File: config.mk
export PLATFORM = sky130hd
export DESIGN_NAME = param_pattern_generator
export DESIGN_NICKNAME = d
export VERILOG_FILES = /design/src/rtl/param_pattern_generator.sv
export SDC_FILE = /design/constraint.sdc
export NUM_CORES = 1
export LEC_CHECK = 0
export BUFFER_PORTS_ARGS = -buffer_cell sky130_fd_sc_hd__buf_4
export CAP_MARGIN = 20
export CORE_ASPECT_RATIO = 0.6
export CORE_UTILIZATION = 40
export DETAILED_ROUTE_END_ITERATION = 10
export PLACE_DENSITY = 0.64
export SLEW_MARGIN = 20
export SYNTH_ARGS = -nofsm -noshare
export SYNTH_HDL_FRONTEND = slang
export SYNTH_SLANG_ARGS = --single-unit
File: constraint.sdc
create_clock -name clock -period 4 [get_ports clock]
set_clock_uncertainty 0.1 [all_clocks]
set_input_delay 0.8 -clock clock [delete_from_list [all_inputs] [get_ports clock]]
set_output_delay 0.8 -clock clock [all_outputs]
set_load 0.005 [all_outputs]
File: src/rtl/param_pattern_generator.sv
// Raster test-pattern source: streams H_ACTIVE x V_ACTIVE pixels over Valid/Ready with
// selectable pattern, frame/line markers and a completed-frame counter.
module param_pattern_generator #(
  parameter int unsigned H_ACTIVE    = 800,
  parameter int unsigned V_ACTIVE    = 600,
  parameter int unsigned PIXEL_W     = 8,
  parameter int unsigned CHECK_LOG2  = 5,
  parameter int unsigned FC_W        = 8,
  parameter logic [3*PIXEL_W-1:0] SOLID_COLOR = '0
) (
  input  logic                 clock,
  input  logic                 reset,
  input  logic                 Enable,
  input  logic [1:0]           Mode,
  input  logic                 VideoReady,
  output logic                 VideoValid,
  output logic [3*PIXEL_W-1:0] Video,
  output logic                 FrameStart,
  output logic                 LineEnd,
  output logic [FC_W-1:0]      FrameCount
);

  localparam int unsigned BAR_W = H_ACTIVE / 8;
  localparam int unsigned W_HV  = ($clog2(H_ACTIVE) > $clog2(V_ACTIVE)) ?
                                  $clog2(H_ACTIVE) : $clog2(V_ACTIVE);
  localparam int unsigned W_PC  = (PIXEL_W > CHECK_LOG2 + 1) ? PIXEL_W : CHECK_LOG2 + 1;
  // Coordinates are wide enough for the checker/gradient bit selects as well as the raster.
  localparam int unsigned CW    = (W_HV > W_PC) ? W_HV : W_PC;
  localparam int unsigned BCW   = (BAR_W > 1) ? $clog2(BAR_W) : 1;
  localparam logic [PIXEL_W-1:0] CH_F = '1;
  localparam logic [PIXEL_W-1:0] CH_Z = '0;

  typedef enum logic [0:0] {StIdle, StActive} state_e;

  state_e               r_state;
  logic [CW-1:0]        r_x, r_y;
  logic [BCW-1:0]       r_bar_cnt;
  logic [2:0]           r_bar_idx;
  logic [FC_W-1:0]      r_fc;
  logic [1:0]           r_mode;
  logic [3*PIXEL_W-1:0] r_video;
  logic                 r_fs, r_le;

  logic                 w_xfer, w_present, w_last_x, w_last_y, w_first;
  logic [CW-1:0]        w_px, w_py;
  logic [BCW-1:0]       w_pcnt;
  logic [2:0]           w_pidx;
  logic [FC_W-1:0]      w_fc;
  logic [1:0]           w_mode;
  logic [PIXEL_W+FC_W-1:0] w_fc_ext;
  logic [3*PIXEL_W-1:0] w_video;

  // w_p* describe the pixel to present next: the advanced position on a transfer,
  // otherwise the stored one (idle restart resumes where the stream stopped).
  always_comb begin
    w_xfer    = (r_state == StActive) && VideoReady;
    w_present = Enable && ((r_state == StIdle) || VideoReady);
    w_last_x  = (r_x == CW'(H_ACTIVE - 1));
    w_last_y  = (r_y == CW'(V_ACTIVE - 1));
    w_px      = r_x;
    w_py      = r_y;
    w_pcnt    = r_bar_cnt;
    w_pidx    = r_bar_idx;
    w_fc      = r_fc;
    if (w_xfer) begin
      if (w_last_x) begin
        w_px   = '0;
        w_pcnt = '0;
        w_pidx = '0;
        w_py   = w_last_y ? '0 : r_y + 1'b1;
        if (w_last_y) w_fc = r_fc + 1'b1;
      end else begin
        w_px = r_x + 1'b1;
        if (r_bar_cnt == BCW'(BAR_W - 1)) begin
          w_pcnt = '0;
          w_pidx = r_bar_idx + 1'b1;
        end else begin
          w_pcnt = r_bar_cnt + 1'b1;
        end
      end
    end
    w_first  = (w_px == '0) && (w_py == '0);
    w_mode   = w_first ? Mode : r_mode;
    w_fc_ext = {{PIXEL_W{1'b0}}, w_fc};
  end

  always_comb begin
    w_video = '0;
    unique case (w_mode)
      2'd0: w_video = SOLID_COLOR;
      2'd1: begin
        unique case (w_pidx)
          3'd0: w_video = {CH_F, CH_F, CH_F};
          3'd1: w_video = {CH_F, CH_F, CH_Z};
          3'd2: w_video = {CH_Z, CH_F, CH_F};
          3'd3: w_video = {CH_Z, CH_F, CH_Z};
          3'd4: w_video = {CH_F, CH_Z, CH_F};
          3'd5: w_video = {CH_F, CH_Z, CH_Z};
          3'd6: w_video = {CH_Z, CH_Z, CH_F};
          3'd7: w_video = {CH_Z, CH_Z, CH_Z};
        endcase
      end
      2'd2: w_video = (w_px[CHECK_LOG2] ^ w_py[CHECK_LOG2]) ? {CH_F, CH_F, CH_F} : '0;
      2'd3: w_video = {w_px[PIXEL_W-1:0], w_py[PIXEL_W-1:0], w_fc_ext[PIXEL_W-1:0]};
    endcase
  end

  always_ff @(posedge clock or negedge reset) begin
    if (!reset) begin
      r_state   <= StIdle;
      r_x       <= '0;
      r_y       <= '0;
      r_bar_cnt <= '0;
      r_bar_idx <= '0;
      r_fc      <= '0;
      r_mode    <= '0;
      r_video   <= '0;
      r_fs      <= 1'b0;
      r_le      <= 1'b0;
    end else begin
      r_x       <= w_px;
      r_y       <= w_py;
      r_bar_cnt <= w_pcnt;
      r_bar_idx <= w_pidx;
      r_fc      <= w_fc;
      if (w_present) begin
        r_state <= StActive;
        r_mode  <= w_mode;
        r_video <= w_video;
        r_fs    <= w_first;
        r_le    <= (w_px == CW'(H_ACTIVE - 1));
      end else if (w_xfer) begin
        r_state <= StIdle;
        r_fs    <= 1'b0;
        r_le    <= 1'b0;
      end
    end
  end

  assign VideoValid = (r_state == StActive);
  assign Video      = r_video;
  assign FrameStart = r_fs;
  assign LineEnd    = r_le;
  assign FrameCount = r_fc;

endmodule

==> qor.csv <==
metric,value,unit
status,finished with violations,
violations,DRC,
die_w,126,um
nets,423,
design_area,4370,sq um
drv_slew,0,
cts_buffers,9,
cellLeakagePower,2.10,nW
synth.largest_area_cell,dfrtp_1,
hpwl,6510,um
crit_family,simple AND/OR/NAND/NOR gates,
wl_per_cell,17.3,um
dieArea,9570,sq um
critical_path_arrival,3.60,ns
p_total,2.67,mW
cts_max_path_buffers,2,
synth.most_common_cell,dfrtp_1,
rsz0062_at_grt,false,
syn_area,3670,sq um
ctsResizeCount,0,
tightest_slew,0.870,ns
io_buffers,40,
finalSetupViolCount,0,
path_buf_inv,0,
ios,41,
final.setup.tns,0,ns
grt_antenna_before_repair,0,
antenna_cells,0,
ant_nets,0,
synthTopCellsByCount,"dfrtp_1 (67), nand2_1 (50), inv_1 (31)",
num_rows,26,
globalRoute.totalOverflow,0,
crit_path_max_incr_delay,0.71,ns
drive_above_1_share,22.1,%
core,8690,sq um
critical_path_required,4.07,ns
hold_path_class,flip-flop to flip-flop,
ys_async_sr_fraction,100,%
synthTopCellsByArea,"dfrtp_1 (46%), nand2_1 (5.1%), o221ai_1 (4.5%)",
avgSynthCellArea,10.0,sq um
drtIter0Drc,248,
power_density,611,nW/um^2
hold_viol_final,0,
cts_root_buf,clkbuf_16,
remaining_drc_errors,2,
synth.top_cell.area_share,45.7,%
fin_crit_sh,88.5,%
endpoint_kind,flip-flop,
placed_area,4080,sq um
grt_pass1_vias,2860,
clk_pin_slew,0.06,ns
max-vdd-ir-drop,0.269,mV
grt_util_all_layers,20.6,%
min_period,3.54,ns
drt-total-wl,9160,um
crit_slowest_cell,nor2_2,
dp_cells,513,
dr_total_vias,2957,
insertion_delay,0.34,ns
path_cells,ha_1 -> and3_1 -> a41oi_1 -> o211a_1 -> nor4_2 -> and4_4 -> a31oi_4 -> nor2_2 -> o221ai_1,
initial_core_util,42.2,%
seq_area_frac_synth,45.7,%
via_per_inst,5.59,
fmaxAchievable,283,MHz
cp-start-kind,flip-flop,
crit_type,flip-flop to flip-flop,
ctsHtreeMaxLevel,3,
cts_setup_buffers,0,
cts_hold_buf,0,
synthCells,367,
die_h,76.2,um
cp_max_fo,19,
area_growth,19.2,%
cts_tree,done,
drv_cap,0,
place_congestion,0.926,
cts.sinks,67,
firstDrtPassIters,8,
synth_edf_count,0,
synth_fp_nets,378,
ys_seq_elements,67,
max_slew_margin,42.0,%
layout.cells.non_filler,529,
grt_max_degree,68,
post_synth_num_cell_types,63,
grt_first_pass_wirelength,15200,um
ys.flop_type,dfrtp_1,
synth_warnings,0,
cell families after synthesis:
kind of cell | synth area share (%)
mux | 2.01
xor+xnor | 7.16
buf+inv | 5.80
simple gates | 22.7
fa+ha+maj | 1.71
flops | 45.7
compound gates | 14.9
area by class of cell:
class                           instances  area (sq um)
Fill cell                             800          4310
Multi-Input combinational cell        254          1780
Sequential cell                        67          1680
Timing Repair Buffer                   49           368
Clock buffer                            9           225
Tap cell                              112           140
Inverter                               31           116
Clock inverter                          7          68.8
layer usage:
metal	wire length (um)	up-vias	track usage (%)	share of wire (%)
met5	0	-	0	0
met4	66	0	5.98	0.72
met3	611	4	7.09	6.7
met2	3630	105	26.2	40
met1	4850	1429	31.9	53
li1	-	1419	-	-
metrics by stage:
| stage | utilization, % | hold slack, ns | worst slack [ns] |
|---|---|---|---|
| after CTS | 50.4 | 0.401 | 0.514 |
| after global placement | 47.0 | 0.376 | 0.330 |
| after global routing | 50.4 | 0.430 | 0.198 |
| after detailed placement | 47.0 | 0.385 | 0.234 |
| final | 50.4 | 0.400 | 0.462 |
| after floorplan | - | 0.368 | 0.926 |
power breakdown:
| part | leakage (nW) | switching (mW) | total (mW) | internal [mW] |
|---|---|---|---|---|
| clock network | 0.141 | 0.299 | 0.778 | 0.479 |
| logic | 1.07 | 0.439 | 0.848 | 0.409 |
| registers | 0.891 | 0.186 | 1.05 | 0.862 |
worst reg2reg max path: cells and delay by family, from the launching register on:
kind	cells	cell delay, ns
simple gates	4	1.75
fa+ha+maj	1	0.26
flops	1	0.42
compound gates	4	0.81
worst paths after layout:
check / from / end / slack, ns / depth (start not counted)
setup / recovery: r_x[0] / Video[22] / 0.46 / 9
hold / removal: Video[2] / Video[2] / 0.40 / 2
setup reg to reg: r_x[0] / Video[22] / 0.46 / 9
hold reg to reg: Video[2] / Video[2] / 0.40 / 2
max in group asynchronous: reset / r_bar_idx[0] / 2.76 / 1
min in group asynchronous: reset / r_x[8] / 0.48 / 1
placed cells by master (no fill, tap or decap), types with 10 or more instances in the layout:
cell / instances
o221ai_1: 19
o21ai_0: 10
inv_1: 31
xor2_1: 12
nor2_1: 18
nand3_1: 17
xnor2_1: 18
buf_4: 49
dfrtp_1: 67
nand2_1: 50
state kept, by name (all words and copies together), names as in the netlist:
name,count
LineEnd,1
r_mode,2
r_bar_idx,3
VideoValid,1
r_bar_cnt,7
r_y,10
FrameCount,8
r_x,10
Video,24
FrameStart,1
Note: power is estimated with default switching activity, not from simulation.
